[config.mk]
export PLATFORM = sky130hd
export DESIGN_NAME = reg_bank_param
export DESIGN_NICKNAME = d
export VERILOG_FILES = /design/src/rtl/reg_bank_pkg.sv /design/src/rtl/reg_bank_mem_fsm.sv /design/src/rtl/reg_bank_param.sv
export SDC_FILE = /design/constraint.sdc
export NUM_CORES = 1
export LEC_CHECK = 0
export BUFFER_PORTS_ARGS = -buffer_cell sky130_fd_sc_hd__buf_2
export CORE_ASPECT_RATIO = 0.9
export CORE_MARGIN = 3
export CORE_UTILIZATION = 58
export DETAILED_ROUTE_END_ITERATION = 8
export PLACE_DENSITY_LB_ADDON = 0.08
export SYNTH_ARGS = -nofsm -noshare
export SYNTH_HDL_FRONTEND = slang
export SYNTH_SLANG_ARGS = --single-unit
[constraint.sdc]
create_clock -name clk -period 5.55 [get_ports clk]
set_input_delay 1.11 -clock clk [delete_from_list [all_inputs] [get_ports clk]]
set_output_delay 1.11 -clock clk [all_outputs]
set_load 0.01 [all_outputs]
[src/rtl/reg_bank_pkg.sv]
// rtl/reg_bank_pkg.sv - shared register indices and memory FSM state type for reg_bank_param
package reg_bank_pkg;

  localparam int REG_PC  = 0;
  localparam int REG_MDR = 1;
  localparam int REG_MAR = 2;
  localparam int REG_IR  = 3;
  localparam int REG_GP0 = 4;

  localparam int INC_PC  = 0;
  localparam int INC_MAR = 1;
  localparam int INC_MDR = 2;

  typedef enum logic [1:0] {
    ST_IDLE    = 2'd0,
    ST_RD_WAIT = 2'd1,
    ST_WR_WAIT = 2'd2
  } mem_state_t;

endpackage

[src/rtl/reg_bank_mem_fsm.sv]
// rtl/reg_bank_mem_fsm.sv - req/ack data-memory handshake FSM owning MDR capture
module reg_bank_mem_fsm
  import reg_bank_pkg::*;
(
  input  logic clk,
  input  logic rst,
  input  logic mem_rd,
  input  logic mem_wr,
  input  logic dmem_ack,
  output logic busy,
  output logic dmem_req,
  output logic dmem_we,
  output logic mdr_capture
);

  mem_state_t state_q;
  mem_state_t state_d;

  // Requests are only accepted from IDLE; read takes precedence over write.
  always_comb begin
    state_d = state_q;
    unique case (state_q)
      ST_IDLE: begin
        if (mem_rd)      state_d = ST_RD_WAIT;
        else if (mem_wr) state_d = ST_WR_WAIT;
      end
      ST_RD_WAIT: if (dmem_ack) state_d = ST_IDLE;
      ST_WR_WAIT: if (dmem_ack) state_d = ST_IDLE;
      default: state_d = ST_IDLE;
    endcase
  end

  always_ff @(posedge clk) begin
    if (rst) state_q <= ST_IDLE;
    else     state_q <= state_d;
  end

  assign busy        = (state_q != ST_IDLE);
  assign dmem_req    = busy;
  assign dmem_we     = (state_q == ST_WR_WAIT);
  assign mdr_capture = (state_q == ST_RD_WAIT) && dmem_ack;

endmodule

[src/rtl/reg_bank_param.sv]
// rtl/reg_bank_param.sv - parametrised PC/IR/MDR/MAR/AC/GP register bank with A/B/C buses
module reg_bank_param
  import reg_bank_pkg::*;
#(
  parameter int DATA_W     = 16,
  parameter int INS_ADDR_W = 8,
  parameter int NUM_GP     = 2,
  parameter int SEL_W      = 4
) (
  input  logic                  clk,
  input  logic                  rst,
  input  logic [DATA_W-1:0]     c_bus,
  output logic [DATA_W-1:0]     a_bus,
  output logic [DATA_W-1:0]     b_bus,
  input  logic [SEL_W-1:0]      b_sel,
  input  logic [4+NUM_GP-1:0]   ld_en,
  input  logic                  ld_ac,
  input  logic [2:0]            inc_en,
  input  logic                  ir_load,
  output logic [INS_ADDR_W-1:0] ins_addr,
  input  logic [INS_ADDR_W-1:0] ins_data,
  input  logic                  mem_rd,
  input  logic                  mem_wr,
  output logic                  busy,
  output logic                  dmem_req,
  output logic                  dmem_we,
  output logic [DATA_W-1:0]     dmem_addr,
  output logic [DATA_W-1:0]     dmem_wdata,
  input  logic [DATA_W-1:0]     dmem_rdata,
  input  logic                  dmem_ack,
  input  logic                  z_update,
  output logic                  z_flag
);

  localparam int NUM_SRC = 4 + NUM_GP;

  logic [INS_ADDR_W-1:0] pc_q;
  logic [INS_ADDR_W-1:0] ir_q;
  logic [DATA_W-1:0]     mdr_q;
  logic [DATA_W-1:0]     mar_q;
  logic [DATA_W-1:0]     ac_q;
  logic                  z_q;
  logic                  mdr_capture;

  logic [NUM_SRC-1:0][DATA_W-1:0] b_src;

  // IR has no C-bus path; its ld_en bit exists only to keep indices aligned with b_sel.
  logic unused_ir_ld;
  assign unused_ir_ld = ld_en[REG_IR];

  reg_bank_mem_fsm u_mem_fsm (
    .clk         (clk),
    .rst         (rst),
    .mem_rd      (mem_rd),
    .mem_wr      (mem_wr),
    .dmem_ack    (dmem_ack),
    .busy        (busy),
    .dmem_req    (dmem_req),
    .dmem_we     (dmem_we),
    .mdr_capture (mdr_capture)
  );

  always_ff @(posedge clk) begin
    if (rst)                   pc_q <= '0;
    else if (ld_en[REG_PC])    pc_q <= c_bus[INS_ADDR_W-1:0];
    else if (inc_en[INC_PC])   pc_q <= pc_q + INS_ADDR_W'(1);
  end

  always_ff @(posedge clk) begin
    if (rst)          ir_q <= '0;
    else if (ir_load) ir_q <= ins_data;
  end

  // MAR and MDR are frozen while a memory transaction is outstanding so the
  // address and write data presented to memory stay stable.
  always_ff @(posedge clk) begin
    if (rst)                            mar_q <= '0;
    else if (!busy && ld_en[REG_MAR])   mar_q <= c_bus;
    else if (!busy && inc_en[INC_MAR])  mar_q <= mar_q + DATA_W'(1);
  end

  always_ff @(posedge clk) begin
    if (rst)                            mdr_q <= '0;
    else if (mdr_capture)               mdr_q <= dmem_rdata;
    else if (!busy && ld_en[REG_MDR])   mdr_q <= c_bus;
    else if (!busy && inc_en[INC_MDR])  mdr_q <= mdr_q + DATA_W'(1);
  end

  always_ff @(posedge clk) begin
    if (rst)        ac_q <= '0;
    else if (ld_ac) ac_q <= c_bus;
  end

  // Z samples the pre-edge AC, so a same-edge ld_ac does not affect it.
  always_ff @(posedge clk) begin
    if (rst)           z_q <= 1'b0;
    else if (z_update) z_q <= (ac_q == '0);
  end

  assign b_src[REG_PC]  = DATA_W'(pc_q);
  assign b_src[REG_MDR] = mdr_q;
  assign b_src[REG_MAR] = mar_q;
  assign b_src[REG_IR]  = DATA_W'(ir_q);

  for (genvar g = 0; g < NUM_GP; g++) begin : gen_gp
    logic [DATA_W-1:0] gp_q;

    always_ff @(posedge clk) begin
      if (rst)                    gp_q <= '0;
      else if (ld_en[REG_GP0+g])  gp_q <= c_bus;
    end

    assign b_src[REG_GP0+g] = gp_q;
  end

  always_comb begin
    b_bus = '0;
    for (int i = 0; i < NUM_SRC; i++) begin
      if (b_sel == SEL_W'(i)) b_bus = b_src[i];
    end
  end

  assign a_bus      = ac_q;
  assign ins_addr   = pc_q;
  assign dmem_addr  = mar_q;
  assign dmem_wdata = mdr_q;
  assign z_flag     = z_q;

endmodule

Word-level counts from Yosys, hierarchy flattened
Index checks and enable logic that the tools add are counted.
{"block": "word_totals", "register_bits": 99, "latch_bits": 0, "mem_bits_rw": 0, "mem_bits_ro": 0, "inputBits": 61, "output_inout_bits": 76, "wordCells": 53, "mem_count": 0}
{"block": "classes", "n_addsub": 3, "n_mul": 0, "div_mod_pow": 0, "magnitude_cmp": 0, "n_eq_ne": 9, "n_shift": 0, "mux": 17, "bitwise_logic": 0, "n_reduce_logical": 15}
{"operator": "two-way mux 16 bit", "n": 10}
{"operator": "adder 16 x 1 -> 16 bit, second input constant", "n": 2}
{"operator": "two-way mux 8 bit", "n": 3}
{"operator": "zero test 16 bit", "n": 1}
{"operator": "adder 8 x 1 -> 8 bit, second input constant", "n": 1}
{"operator": "equality test 4 x 2 -> 1 bit, second input constant", "n": 2}
{"operator": "equality test 4 x 3 -> 1 bit, second input constant", "n": 2}
{"operator": "two-way mux 2 bit", "n": 3}
{"operator": "nonzero test 2 bit", "n": 3}
{"operator": "logical AND 1 bit", "n": 5}
{"operator": "equality test 4 x 1 -> 1 bit, second input constant", "n": 1}
{"operator": "zero test 4 bit", "n": 1}
{"operator": "one-hot mux 2 bit (2 select lines)", "n": 1}
{"operator": "!= test 3 bit, second input constant", "n": 1}
{"operator": "nonzero test 3 bit", "n": 1}
{"operator": "equality test 2 x 1 -> 1 bit, second input constant", "n": 1}
{"operator": "equality test 2 bit, second input constant", "n": 1}
{"operator": "zero test 2 bit", "n": 1}
{"operator": "!= test 2 x 1 -> 1 bit, second input constant", "n": 1}
{"operator": "AND reduction 2 bit", "n": 1}
{"operator": "OR reduction 2 bit", "n": 1}
{"operator": "zero test 1 bit", "n": 1}

Logic depth before layout (Yosys ltp)
Gate-level depths: netlist of run 1.
{"block": "logic_depth", "ltp_word": 7, "ltp_mapped": 9}

Modules after synthesis
From an unflattened synthesis of run 1, not the netlist that was laid out.
{"block": "hier_totals", "cells_unflattened": 647, "area_unflattened_um2": 5461.5}
{"mod": "reg_bank_param", "n_inst": 1, "cells_per_inst": 629, "area_each_um2": 5297.6, "seq_area_each_um2": 1941.9}
{"mod": "reg_bank_mem_fsm", "n_inst": 1, "cells_per_inst": 18, "area_each_um2": 163.9, "seq_area_each_um2": 40.0}

Least setup slack after synthesis of run 1
No wires, ideal clock.
{"block": "synth_path", "path_kind": "input to output", "startpoint": "input port b_sel[1]", "endpoint": "output port b_bus[10]", "arrival_ps": 2343, "t_required_ps": 4440, "slack_ps": 2097, "path_stages": 5, "n_path_buf": 1, "path_cell_list": "buf_4 or3b_2 nor2_1 a21oi_1 nor2_1"}
{"block": "synth_between", "elab_chain_cells": 6, "elab_cells_between_ends": 10, "cone_classes": "eq/ne: 5; mux: 5"}
{"element": "start, declared", "line": "reg_bank_param.sv:15", "rtl": "input logic [SEL_W-1:0] b_sel,"}
{"element": "equality test 4 x 1 -> 1 bit", "line": "reg_bank_param.sv:119", "rtl": "if (b_sel == SEL_W'(i)) b_bus = b_src[i];"}
{"element": "two-way mux 16 bit (4 in series)", "line": "reg_bank_param.sv:119"}
{"element": "two-way mux 16 bit *", "line": "reg_bank_param.sv:119"}
{"element": "end, declared", "line": "reg_bank_param.sv:14", "rtl": "output logic [DATA_W-1:0] b_bus,"}
Mark *: on every way between the ends. The rest lies on a longest branch, timed or not.

Final worst setup path of run 1
{"block": "layout_path", "startpoint": "input port b_sel[2]", "endpoint": "output port b_bus[15]"}
Same word-level chain as after synthesis.

==> impl_metrics.csv, run 1 <==
group,metric,value,unit
place,portBuffers,135,
clock_tree,clkTransAtPathRegs,0.09,ns
route,dr.pass1.iters,6,
synth,post-synth-top-area-fraction,36.6,%
sta,fin_crit,3.93,ns
route,vias,5533,
route,drc,0,
global_route,grt_usage,31.2,%
route,ant_nets,0,
global_route,grt.overflow.total,0,
synth,synth_fp_nets,715,
sta,fin_crit_sh,70.9,%
clock_tree,clock_latency,0.38,ns
sta,whs,0.495,ns
power,finalPower,1.72,mW
clock_tree,cts_tree,"built",
route,wl_per_cell,18.9,µm
clock_tree,cts_resized,0,
layout,syn2layout_area_growth,14.6,%
setup_path,cp-end-kind,"output pin",
synth,yosysTopAreaCell,"dfxtp_1",
floorplan,die_x,108,µm
clock_tree,cts_root_buf,"clkbuf_8",
layout,final_util,70.5,%
synth,synth_flop_cell,"dfxtp_1",
synth,synth_edf_count,0,
synth,synthMuxAreaShare,14.8,%
sta,tightestPinTransition,0.907,ns
floorplan,ioPinCount,137,
clock_tree,cts.sinks,99,
sta,finalHoldViolCount,0,
layout,nets,819,
clock_tree,cts_inserted_buffers,9,
clock_tree,postCtsHoldBufs,0,
synth,synthArstFlopShare,0,%
outcome,run_status,"finished clean",
power,power_leakage,2.68,nW
setup_path,critPathMaxFanout,22,
synth,synth-xor-area-share,2.26,%
synth,synth_compound_area_share,18.3,%
synth,synth_cell_types,67,
layout,layout-drive-gt1-share,21.5,%
place,pre_cts_ws,1.65,ns
power,ir_drop,0.185,mV
synth,synthSimpleGateAreaFrac,21.3,%
synth,syn-instance-count,648,
sta,fin_setup_tns,0,ns
floorplan,die_h,97.7,µm
place,place_congestion,0.924,
power,power_density,277,nW/µm²
setup_path,cp_data_arrival_time,2.82,ns
synth,synth_seq_area_share,36.6,%
setup_path,cp.required,4.44,ns
sta,relSlewSlack,39.6,%
global_route,grt_pass1_vias,5094,
clock_tree,post_cts_buffers,0,
synth,synth.area.top_cells,"dfxtp_1 (37%), mux2i_1 (12%), nor2_1 (7.8%)",
route,first_iter_violations,500,
floorplan,rows,32,
synth,synth_area_per_cell,8.36,µm²
route,via_per_inst,6.32,
setup_path,rrSetupSlack,2.83,ns
worst_hold_path,hp-class,"reg2reg",
global_route,grt_pass1_wl,26.1,mm
synth,synth_top_family_by_area,"simple AND/OR/NAND/NOR gates",
global_route,antenna_found_initial,0,
synth,yosys_warnings,0,
sta,clock_skew,0.0114,ns
setup_path,critPathKind,"in2out",
place,hpwl,11.7,mm
floorplan,start_util,61.5,%
clock_tree,htreeDepth,3,
global_route,grt_start_max_net_pins,87,
sta,max_freq,254,MHz
run,cap_violations,0,
clock_tree,clock_path_buffers,2,
synth,synth-adder-area-share,1.39,%
synth,netlist_area,5420,µm²
layout,n_antenna_cell,0,
floorplan,design.core.area,8810,µm²
sta,setup_slack,1.62,ns
floorplan,dieArea,10500,µm²
sta,setup_viol,0,
setup_path,start_kind,"primary input",
route,drt_wl_total,16.6,mm
sta,drv_slew,0,
synth,ys_seq_elements,99,
sta,rsz0062_at_grt,"no",
-- worst max-delay path: stages --
cell     delay (ns)
buf_2          0.24
or3b_2         0.54
nor2_1         0.48
a21oi_1        0.16
nor2_1         0.14
buf_2          0.14
-- report_power, final --
| group | internal (mW) | switching [mW] | leakage [nW] |
|---|---|---|---|
| logic | 0.161 | 0.228 | 1.76 |
| clock network | 0.222 | 0.257 | 0.101 |
| registers | 0.769 | 0.0848 | 0.817 |
| total | 1.15 | 0.570 | 2.68 |
-- sequential cells by signal (all words and copies together), names as in the netlist --
name               count
dmem_wdata            16
dmem_addr             16
ins_addr               8
a_bus                 16
z_flag                 1
gen_gp.gp_q           32
ir_q                   8
u_mem_fsm.state_q      2
-- Yosys cell counts, types with 5 or more instances --
master    instances
xnor2_1          11
nand2_1          51
nor4_1           12
mux4_2            5
o21a_1            5
ha_1              6
dfxtp_1          99
clkbuf_1         24
nand3_1          15
mux2i_1          64
inv_1            13
a211oi_1         10
o22ai_1           9
nor2_1          113
buf_2             6
a21oi_1          39
a22oi_1           8
buf_1             5
nor3_1           16
o21ai_0          34
nand4_1          11
-- per-layer routing --
metal  up-vias  GRT usage (%)  share of wire (%)
li1       2571              -                  -
met1      2576           44.9                 42
met2       338           46.4                 44
met3        48           5.25                 10
met4         0           12.7                3.3
met5         -              0                  0
-- cells in the final DEF (no fill, tap or decap), types with 3 or more instances in the layout --
cell        n
nor3_1     16
nand2_1    51
o21ai_0    34
and4_1      3
a311oi_1    4
or3_1       4
ha_1        6
dfxtp_1    99
xnor2_1    11
xor2_1      3
buf_2     135
a21oi_1    39
a221oi_1    4
o21a_1      5
mux2i_1    64
clkbuf_8   10
mux4_2      5
a21o_1      3
nand3_1    15
inv_1      13
nand4_1    11
nor2_1    113
a311o_1     3
a211oi_1   10
o221ai_1    4
o22ai_1     9
nand2b_1    4
a22oi_1     8
nor4_1     12
a31oi_1     4
o211ai_1    4
-- layout make-up --
| cell class | count | area (µm²) |
|---|---|---|
| Sequential cell | 99 | 1980 |
| Clock inverter | 4 | 48.8 |
| Clock buffer | 12 | 145 |
| Multi-Input combinational cell | 492 | 3140 |
| Inverter | 13 | 48.8 |
| Timing Repair Buffer | 137 | 691 |
| Tap cell | 119 | 149 |
| Fill cell | 761 | 2600 |
-- metrics by stage --
step | cell area [µm²] | instances
3_5_place_dp | 6010 | 860
2_1_floorplan | 5420 | 648
5_1_grt | 6210 | 876
3_3_place_gp | 6010 | 860
4_1_cts | 6210 | 876
6_report | 6210 | 876
-- path summary, 6_finish.rpt --
path,startpoint,depth (start not counted),endpoint
worst max-delay path,b_sel[2],6,b_bus[15]
worst min-delay path,gen_gp[0].gp_q[1],2,gen_gp[0].gp_q[1]
worst max register to register,u_mem_fsm.state_q[0],6,dmem_wdata[3]
worst min register to register,gen_gp[0].gp_q[1],2,gen_gp[0].gp_q[1]
-- logic make-up (layout without fill, tap and decap cells) --
kind of cell,count (synthesis),in the layout
buf+inv,57,166
xor+xnor,14,14
compound gates,152,152
simple gates,248,248
flops,99,99
mux,72,72
fa+ha+maj,6,6
No activity file was read; power rests on OpenSTA's default activity.
==> run 2: changes to the inputs <==
--- a/config.mk
+++ b/config.mk
@@ -8,7 +8,7 @@
 export BUFFER_PORTS_ARGS = -buffer_cell sky130_fd_sc_hd__buf_2
 export CORE_ASPECT_RATIO = 0.9
 export CORE_MARGIN = 3
-export CORE_UTILIZATION = 58
+export CORE_UTILIZATION = 54
 export DETAILED_ROUTE_END_ITERATION = 8
 export PLACE_DENSITY_LB_ADDON = 0.08
 export SYNTH_ARGS = -nofsm -noshare
==> constraint.sdc (replaced) <==
create_clock -name clk -period 4 [get_ports clk]
set_input_delay 0.8 -clock clk [delete_from_list [all_inputs] [get_ports clk]]
set_output_delay 0.8 -clock clk [all_outputs]
set_load 0.01 [all_outputs]
==> impl_metrics.csv, run 2 (synthesis results as in run 1) <==
group,metric,value,unit
setup_path,cp_slowest_cell,"or3b_2",
layout,largest-register,"gen_gp.gp_q",
place,hpwl,12.0,mm
clock_tree,postCtsHoldBufs,0,
clock_tree,clock_path_buffers,2,
layout,seq_area,1980,µm²
setup_path,crit_chain,"buf_2 > or3b_2 > nor2_1 > a21oi_1 > nor2_1 > buf_2",
sta,tightestPinTransition,0.748,ns
sta,rsz0062_at_grt,"no",
layout,layout_common_cells,"buf_2 (135), nor2_1 (113), dfxtp_1 (99)",
sta,fin_setup_tns,0,ns
floorplan,ioPinCount,137,
layout,syn2layout_area_growth,15.2,%
sta,relSlewSlack,50.1,%
route,dr.pass1.iters,5,
clock_tree,cts_resized,0,
layout,final_util,64.0,%
layout,nets,821,
clock_tree,clock_latency,0.37,ns
setup_path,cp-end-kind,"output pin",
clock_tree,cts_root_buf,"clkbuf_8",
route,drt_wl_total,16.7,mm
sta,drv_slew,0,
run,cap_violations,0,
floorplan,start_util,55.6,%
floorplan,design.core.area,9740,µm²
floorplan,dieArea,11300,µm²
sta,max_freq,300,MHz
sta,finalHoldViolCount,0,
clock_tree,htreeDepth,3,
global_route,grt_pass1_wl,26.6,mm
clock_tree,cts.sinks,99,
place,portBuffers,135,
route,wl_per_cell,18.9,µm
clock_tree,cts_inserted_buffers,9,
worst_hold_path,hp-class,"reg2reg",
place,place_congestion,0.939,
power,power_leakage,2.70,nW
clock_tree,clkTransAtPathRegs,0.09,ns
setup_path,cp.required,3.20,ns
floorplan,die_h,101,µm
route,drc,0,
clock_tree,post_cts_buffers,0,
clock_tree,cts_tree,"built",
setup_path,critPathMaxFanout,22,
route,ant_nets,0,
setup_path,cp_data_arrival_time,2.53,ns
setup_path,critPathKind,"in2out",
layout,multiInputGateArea,3140,µm²
global_route,grt_usage,29.7,%
global_route,antenna_found_initial,1,
route,first_iter_violations,457,
layout,n_antenna_cell,0,
floorplan,rows,34,
sta,setup_viol,0,
floorplan,die_x,112,µm
route,via_per_inst,6.17,
global_route,grt_pass1_vias,5104,
global_route,grt_start_max_net_pins,64,
global_route,grt.overflow.total,0,
setup_path,cp_slowest_stage_delay,0.54,ns
route,vias,5444,
sta,fin_crit,3.33,ns
power,ir_drop,0.267,mV
power,power_density,384,nW/µm²
layout,largest_reg_flops,32,
outcome,run_status,"finished clean",
setup_path,start_kind,"primary input",
layout,layout-drive-gt1-share,21.8,%
layout,fillers,887,
sta,fin_crit_sh,83.4,%
layout,final_common_cell,"buf_2",
sta,clock_skew,0.0102,ns
==> run 2: changes by cell type in the layout (fill, tap and decap cells not counted), sizes merged <==
cell / before / now
buf: 137 / 139
clkinv: 2 / 1
inv: 14 / 13
==> run 2: cell type report <==
| class | count | share of cell area [%] |
|---|---|---|
| sequential | 99 | 31.8 |
| multi-input combinational | 492 | 50.4 |
| timing repair buffer | 139 | 11.3 |
| tap | 126 | 2.53 |
| clock inverter | 2 | 0.562 |
| clock buffer | 12 | 2.65 |
| inverter | 13 | 0.782 |
==> run 2: path summary, 6_finish.rpt <==
path	startpoint	end	slack (ns)	cells past startpoint
setup / recovery	b_sel[2]	b_bus[9]	0.67	6
hold / removal	gen_gp[0].gp_q[2]	gen_gp[0].gp_q[2]	0.50	2
setup reg to reg	u_mem_fsm.state_q[0]	dmem_wdata[3]	1.83	8
hold reg to reg	gen_gp[0].gp_q[2]	gen_gp[0].gp_q[2]	0.50	2
==> run 2: routing by layer <==
layer	up-vias	track usage (%)	share of wire [%]
met4	2	8.51	1.8
li1	2567	-	-
met1	2611	40.5	45
met5	-	0	0.054
met2	236	47.4	46
met3	28	6.96	7.7
==> run 2: power by group <==
group | internal, mW | switching, mW | leakage [nW] | total, mW
sequential | 1.07 | 0.119 | 0.817 | 1.19
combinational | 0.225 | 0.314 | 1.77 | 0.539
clock | 0.333 | 0.340 | 0.104 | 0.673
total | 1.62 | 0.773 | 2.70 | 2.40
==> run 2: worst max-delay path, delay by kind of cell <==
| kind | cells | cell delay (ns) |
|---|---|---|
| AOI/OAI and AO/OA | 1 | 0.18 |
| buffers and inverters | 2 | 0.38 |
| and+or+nand+nor | 3 | 1.17 |
==> run 2: stage by stage <==
step | setup WS [ns] | hold WS [ns] | total power [mW] | std cells | instance area (µm²)
final | 0.666 | 0.496 | 2.40 | 883 | 6240
after global routing | 0.590 | 0.524 | 2.51 | 883 | 6240
after CTS | 0.668 | 0.500 | 2.40 | 883 | 6240
after detailed placement | 0.670 | 0.477 | 1.74 | 869 | 6040
after global placement | 0.715 | 0.466 | 1.72 | 869 | 6040
after floorplan | 1.17 | 0.452 | 1.53 | 648 | 5420
